===== src/rtl/hh_train_sched_if.sv =====
// Bundle between the STDP epoch scheduler and its controller / neuron pair.
// HH_SCHED_ABORT_EN adds the abort request.
interface hh_train_sched_if #(parameter int WIDTH = 8);
  logic             start;
  logic [3:0]       epochs;
  logic [3:0]       stim_level;
  logic             spike_pre;
  logic             spike_post;
`ifdef HH_SCHED_ABORT_EN
  logic             abort;
`endif
  logic [WIDTH-1:0] stim_current;
  logic             learn_en;
  logic             neuron_hold;
  logic             busy;
  logic             done;
  logic [3:0]       epoch_idx;
  logic [7:0]       pre_count;
  logic [7:0]       post_count;

`ifdef HH_SCHED_ABORT_EN
  modport master (output start, epochs, stim_level, spike_pre, spike_post, abort,
                  input  stim_current, learn_en, neuron_hold, busy, done,
                         epoch_idx, pre_count, post_count);
  modport slave  (input  start, epochs, stim_level, spike_pre, spike_post, abort,
                  output stim_current, learn_en, neuron_hold, busy, done,
                         epoch_idx, pre_count, post_count);
`else
  modport master (output start, epochs, stim_level, spike_pre, spike_post,
                  input  stim_current, learn_en, neuron_hold, busy, done,
                         epoch_idx, pre_count, post_count);
  modport slave  (input  start, epochs, stim_level, spike_pre, spike_post,
                  output stim_current, learn_en, neuron_hold, busy, done,
                         epoch_idx, pre_count, post_count);
`endif
endinterface


===== src/rtl/hh_train_sched.sv =====
// Training-epoch scheduler: PRESENT/REST windows per epoch, spike counting, start/busy/done.
// Optional HH_SCHED_ABORT_EN: abort input returns a running schedule to IDLE without done.
module hh_train_sched #(
  parameter int WIDTH          = 8,
  parameter int PRESENT_CYCLES = 64,
  parameter int REST_CYCLES    = 32
) (
  input logic              clk,
  input logic              rst_n,
  hh_train_sched_if.slave  bus
);
  localparam int MAXC = (PRESENT_CYCLES > REST_CYCLES) ? PRESENT_CYCLES : REST_CYCLES;
  localparam int CW   = (MAXC > 1) ? $clog2(MAXC) : 1;
  localparam logic [CW-1:0] P_LAST = CW'(PRESENT_CYCLES - 1);
  localparam logic [CW-1:0] R_LAST = CW'(REST_CYCLES - 1);

  typedef enum logic [1:0] {IDLE, PRESENT, REST, DONE} state_t;

  state_t        state;
  logic [CW-1:0] phase;
  logic [3:0]    epochs_q;
  logic [3:0]    level_q;
  logic [3:0]    idx_q;
  logic [7:0]    pre_q;
  logic [7:0]    post_q;
  logic          abort_req;

`ifdef HH_SCHED_ABORT_EN
  assign abort_req = bus.abort;
`else
  assign abort_req = 1'b0;
`endif

  always_ff @(posedge clk) begin
    if (!rst_n) begin
      state    <= IDLE;
      phase    <= '0;
      epochs_q <= '0;
      level_q  <= '0;
      idx_q    <= '0;
      pre_q    <= '0;
      post_q   <= '0;
    end else begin
      // Spikes count on every PRESENT edge, including the last window cycle.
      if (state == PRESENT) begin
        if (bus.spike_pre  && pre_q  != 8'hFF) pre_q  <= pre_q  + 8'd1;
        if (bus.spike_post && post_q != 8'hFF) post_q <= post_q + 8'd1;
      end
      case (state)
        IDLE: if (bus.start) begin
          epochs_q <= bus.epochs;
          level_q  <= bus.stim_level;
          idx_q    <= '0;
          pre_q    <= '0;
          post_q   <= '0;
          phase    <= '0;
          state    <= (bus.epochs != 4'd0) ? PRESENT : DONE;
        end
        PRESENT: begin
          if (abort_req) begin
            state <= IDLE;
          end else if (phase == P_LAST) begin
            phase <= '0;
            state <= REST;
          end else begin
            phase <= phase + 1'b1;
          end
        end
        REST: begin
          if (abort_req) begin
            state <= IDLE;
          end else if (phase == R_LAST) begin
            phase <= '0;
            if (idx_q == epochs_q - 4'd1) begin
              state <= DONE;
            end else begin
              idx_q <= idx_q + 4'd1;
              state <= PRESENT;
            end
          end else begin
            phase <= phase + 1'b1;
          end
        end
        DONE:    state <= IDLE;
        default: state <= IDLE;
      endcase
    end
  end

  assign bus.stim_current = (state == PRESENT) ? {level_q, {(WIDTH-4){1'b0}}} : '0;
  assign bus.learn_en     = (state == PRESENT);
  assign bus.neuron_hold  = (state == REST);
  assign bus.busy         = (state == PRESENT) || (state == REST);
  assign bus.done         = (state == DONE);
  assign bus.epoch_idx    = idx_q;
  assign bus.pre_count    = pre_q;
  assign bus.post_count   = post_q;
endmodule


===== src/flat_wrapper.sv =====
// flat-port wrapper written by rule: the top's interface ports become plain ports
module hh_train_sched_flat 
#(
  parameter int WIDTH          = 8,
  parameter int PRESENT_CYCLES = 64,
  parameter int REST_CYCLES    = 32
)
  (clk, rst_n, bus_start, bus_epochs, bus_stim_level, bus_spike_pre, bus_spike_post, bus_stim_current, bus_learn_en, bus_neuron_hold, bus_busy, bus_done, bus_epoch_idx, bus_pre_count, bus_post_count);
  hh_train_sched_if #(.WIDTH(WIDTH)) bus_i ();
  input logic clk;
  input logic rst_n;
  input wire logic [$bits(bus_i.start)-1:0] bus_start;
  input wire logic [$bits(bus_i.epochs)-1:0] bus_epochs;
  input wire logic [$bits(bus_i.stim_level)-1:0] bus_stim_level;
  input wire logic [$bits(bus_i.spike_pre)-1:0] bus_spike_pre;
  input wire logic [$bits(bus_i.spike_post)-1:0] bus_spike_post;
  output wire logic [$bits(bus_i.stim_current)-1:0] bus_stim_current;
  output wire logic [$bits(bus_i.learn_en)-1:0] bus_learn_en;
  output wire logic [$bits(bus_i.neuron_hold)-1:0] bus_neuron_hold;
  output wire logic [$bits(bus_i.busy)-1:0] bus_busy;
  output wire logic [$bits(bus_i.done)-1:0] bus_done;
  output wire logic [$bits(bus_i.epoch_idx)-1:0] bus_epoch_idx;
  output wire logic [$bits(bus_i.pre_count)-1:0] bus_pre_count;
  output wire logic [$bits(bus_i.post_count)-1:0] bus_post_count;
  assign bus_i.start = bus_start;
  assign bus_i.epochs = bus_epochs;
  assign bus_i.stim_level = bus_stim_level;
  assign bus_i.spike_pre = bus_spike_pre;
  assign bus_i.spike_post = bus_spike_post;
  assign bus_stim_current = bus_i.stim_current;
  assign bus_learn_en = bus_i.learn_en;
  assign bus_neuron_hold = bus_i.neuron_hold;
  assign bus_busy = bus_i.busy;
  assign bus_done = bus_i.done;
  assign bus_epoch_idx = bus_i.epoch_idx;
  assign bus_pre_count = bus_i.pre_count;
  assign bus_post_count = bus_i.post_count;
  hh_train_sched #(.WIDTH(WIDTH), .PRESENT_CYCLES(PRESENT_CYCLES), .REST_CYCLES(REST_CYCLES)) u_core (.clk(clk), .rst_n(rst_n), .bus(bus_i));
endmodule

===== config.mk =====
export PLATFORM = sky130hd
export DESIGN_NAME = hh_train_sched_flat
export DESIGN_NICKNAME = d
export VERILOG_FILES = /design/src/rtl/hh_train_sched_if.sv /design/src/rtl/hh_train_sched.sv /design/src/flat_wrapper.sv
export SDC_FILE = /design/constraint.sdc
export NUM_CORES = 1
export LEC_CHECK = 0
export CORE_ASPECT_RATIO = 1.5
export CORE_MARGIN = 10
export CORE_UTILIZATION = 30
export DETAILED_ROUTE_END_ITERATION = 7
export GPL_TIMING_DRIVEN = 0
export PLACE_DENSITY_LB_ADDON = 0.2
export SYNTH_ARGS = -nofsm -noshare
export SYNTH_HDL_FRONTEND = slang
export SYNTH_SLANG_ARGS = --single-unit

===== constraint.sdc =====
create_clock -name clk -period 2.15 [get_ports clk]
set_input_delay 0.43 -clock clk [delete_from_list [all_inputs] [get_ports clk]]
set_output_delay 0.43 -clock clk [all_outputs]
set_load 0.005 [all_outputs]

==> results.sh <==
export IMPL_yosysMostFrequentCell="dfxtp_1"
export IMPL_drt_antenna_violating_nets=0
export IMPL_synth_area_leader_cell="dfxtp_1"
export IMPL_layout_area_seq_um2=723
export IMPL_antenna_found_initial=0
export IMPL_ys_seq_elements=36
export IMPL_hold_viol=0
export IMPL_clockBufferDepth=2
export IMPL_power_share_clock_pct=25.5
export IMPL_coreArea_um2=6090
export IMPL_netlist_top_cells_count="dfxtp_1 (36), nand2_1 (29), a21oi_1 (18), nor2_1 (17), o21ai_0 (13)"
export IMPL_ioPinCount=45
export IMPL_vias=1681
export IMPL_fillCellCount=629
export IMPL_max_slew_worst_pin_slew_ns=0.546
export IMPL_power_switching_mw=0.782
export IMPL_synth_main_ff_cell="dfxtp_1"
export IMPL_synth_area_um2=1850
export IMPL_crit_fanout=10
export IMPL_seqPwrFrac_pct=34.9
export IMPL_yosys_warnings=0
export IMPL_slowest_delay_ns=0.51
export IMPL_portBuffers=40
export IMPL_synth_cell_types=45
export IMPL_p_int_mw=1.50
export IMPL_synth_yosys_seq_area_share_pct=39.0
export IMPL_finalSetupViolCount=0
export IMPL_drcViolationCount=0
export IMPL_firstDrtPassIters=4
export IMPL_clock_sinks=36
export IMPL_critPathBufInv=3
export IMPL_synthXorXnorAreaFrac_pct=8.06
export IMPL_maxCapViolCount=0
export IMPL_hp_class="reg -> reg"
export IMPL_globalplace_congestion=0.755
export IMPL_antenna_cells=0
export IMPL_die_w_um=84.1
export IMPL_timing_final_ws_setup_ns=0.0956
export IMPL_end_kind="primary output"
export IMPL_power_density_nw_per_um2=912
export IMPL_grt_total_usage_pct=9.47
export IMPL_holdBufCountCts=0
export IMPL_clkTransAtPathRegs_ns=0.07
export IMPL_wl_per_cell_um=13.4
export IMPL_drt_total_wl_um=4650
export IMPL_slew_headroom_pct=63.6
export IMPL_vias_per_cell=4.86
export IMPL_place_ws_ns=-0.0990
export IMPL_grt_pass1_vias=1707
export IMPL_syn_to_final_growth_pct=35.3
export IMPL_syn_inst=219
export IMPL_insertion_delay_ns=0.28
export IMPL_synth_top_area_share_pct=39.0
export IMPL_crit_required_ns=1.72
export IMPL_drive_above_1_share_pct=9.19
export IMPL_p_sw_share_pct=34.3
export IMPL_p_comb_share_pct=39.5
export IMPL_crit_slowest_cell="clkdlybuf4s50_1"
export IMPL_slew_viol_final=0
export IMPL_place_area_um2=2350
export IMPL_synth_compound_area_share_pct=15.1
export IMPL_p_leak_nw=0.913
export IMPL_grt_ovfl_total=0
export IMPL_cts_root_buffer="clkbuf_8"
export IMPL_avgSynthCellArea_um2=8.44
export IMPL_crit_chain="inv_2 > ha_4 > buf_8 > and2_1 > clkdlybuf4s50_1"
export IMPL_critPathTopFamily="buffers and inverters"
export IMPL_critPathLaunchType="flip-flop"
export IMPL_synthSimpleGateAreaFrac_pct=25.1
export IMPL_grt_first_pass_wirelength_um=7820
export IMPL_final_nets=293
export IMPL_period_share_pct=95.6
export IMPL_yosys_area_share_adder_pct=6.09
export IMPL_critPathKind="reg -> out"
export IMPL_final_util_pct=41.1
export IMPL_peakVddDrop_mv=0.421
export IMPL_fin_worst_skew_ns=0.00786
export IMPL_synth_top_family_by_area="simple AND/OR/NAND/NOR gates"
export IMPL_hold_worst_slack_ns=0.453
export IMPL_cts_buffers=5
export IMPL_drtIter0Drc=29
export IMPL_start_util_pct=30.4
export IMPL_outcome="finished, final reports clean"
export IMPL_htree_levels=2
export IMPL_synth_edf_count=0
export IMPL_die_area_um2=9760
export IMPL_async_reset_ff_share_pct=0
export IMPL_fin_crit_ns=2.05
export IMPL_num_rows=35
export IMPL_synth_area_leaders="dfxtp_1 (39%), ha_1 (6.1%), nand2_1 (5.9%)"
export IMPL_cts_tree="done"
export IMPL_power_mw=2.28
export IMPL_synthMuxAreaShare_pct=1.90
export IMPL_multiInputGateArea_um2=1070
export IMPL_worstPathArrival_ns=1.62
export IMPL_die_height_um=116
export IMPL_timing_fmax_ghz=0.487
export IMPL_grt_max_degree=12
export IMPL_hpwl_um=3600
export IMPL_stdcell_area_um2=2500
-- power groups by stage --
| stage | combinational, mW | clock (mW) | sequential [mW] |
|---|---|---|---|
| floorplan | 0.572 | 0 | 0.789 |
| global placement | 0.853 | 0 | 0.800 |
| detailed placement | 0.865 | 0 | 0.803 |
| CTS | 0.894 | 0.607 | 0.795 |
| global route | 1.00 | 0.640 | 0.808 |
| finish | 0.901 | 0.582 | 0.797 |
-- kinds of logic after synthesis --
family | after synthesis
AOI/OAI and AO/OA | 44
xor gates and xnor gates | 17
adders and majority gates | 9
buffers and inverters | 17
DFF | 36
muxes | 3
other | 1
and+or+nand+nor | 92
-- state kept, by name (all words and copies together) (netlist names) --
| register | flops |
|---|---|
| u_core.epochs_q | 4 |
| u_core.bus.post_count | 8 |
| u_core.bus.pre_count | 8 |
| u_core.level_q | 4 |
| u_core.state | 2 |
| u_core.phase | 6 |
| u_core.bus.epoch_idx | 4 |
-- cell type report --
| class | count | area share (%) |
|---|---|---|
| multi-input combinational | 169 | 42.7 |
| tap | 74 | 3.70 |
| clock buffer | 6 | 2.90 |
| inverter | 7 | 1.05 |
| clock inverter | 2 | 1.40 |
| sequential | 36 | 28.9 |
| buffer | 10 | 2.75 |
| timing repair buffer | 42 | 16.6 |
-- layout by cell type (no fill, tap or decap), types with 2 or more instances in the layout --
| cell type | netlist | final |
|---|---|---|
| nand2_1 | 29 | 29 |
| and3_1 | 3 | 3 |
| and2_1 | 5 | 5 |
| nor2b_1 | 2 | 2 |
| xnor2_1 | 6 | 6 |
| clkdlybuf4s50_1 | 0 | 40 |
| nand4_1 | 9 | 9 |
| nand2b_1 | 2 | 2 |
| xor2_1 | 11 | 11 |
| nor2_1 | 17 | 17 |
| dfxtp_1 | 36 | 34 |
| dfxtp_2 | 0 | 2 |
| clkbuf_8 | 0 | 5 |
| and4_1 | 2 | 2 |
| conb_1 | 1 | 4 |
| ha_1 | 9 | 8 |
| mux2i_1 | 2 | 2 |
| inv_1 | 7 | 6 |
| nand3_1 | 9 | 9 |
| clkbuf_1 | 3 | 3 |
| a21oi_1 | 18 | 18 |
| o21ai_0 | 13 | 13 |
| buf_4 | 5 | 7 |
| a31oi_1 | 2 | 2 |
| or3_1 | 5 | 5 |
-- what timing repair did --
item	4_1_cts	5_1_grt
pin swaps	0	0
cloned	0	0
gates resized for setup	6	4
endpoints found under the setup margin	4	14
buffers inserted	0	2
-- worst paths after layout --
check,from,end,slack (ns),cells past startpoint
max,u_core.state[1],bus_stim_current[7],0.1,5
min,u_core.level_q[0],u_core.level_q[0],0.45,2
max reg2reg,u_core.state[0],u_core.state[1],0.18,7
min reg2reg,u_core.level_q[0],u_core.level_q[0],0.45,2
-- worst register-to-register path, stage by stage, from the launching register on --
cell,delay [ns]
dfxtp_2,0.38
inv_1,0.07
ha_1,0.21
buf_4,0.17
mux2_4,0.27
o22ai_1,0.18
nand2_1,0.14
a2111oi_0,0.40
-- routing by layer --
metal  GRT usage, %  vias up  share of wire [%]
li1               -      865                  -
met1           9.68      778                 41
met2           17.1       32                 51
met3           3.56        6                6.5
met4           3.47        0                1.6
met5              0        -                  0
-- metrics by stage --
stage / setup TNS [ns] / instances
2_1_floorplan: 0 / 222
3_3_place_gp: -0.617 / 336
3_5_place_dp: -0.935 / 336
4_1_cts: 0 / 344
5_1_grt: -0.00539 / 346
6_report: 0 / 346
Note: power is estimated with default switching activity, not from simulation.
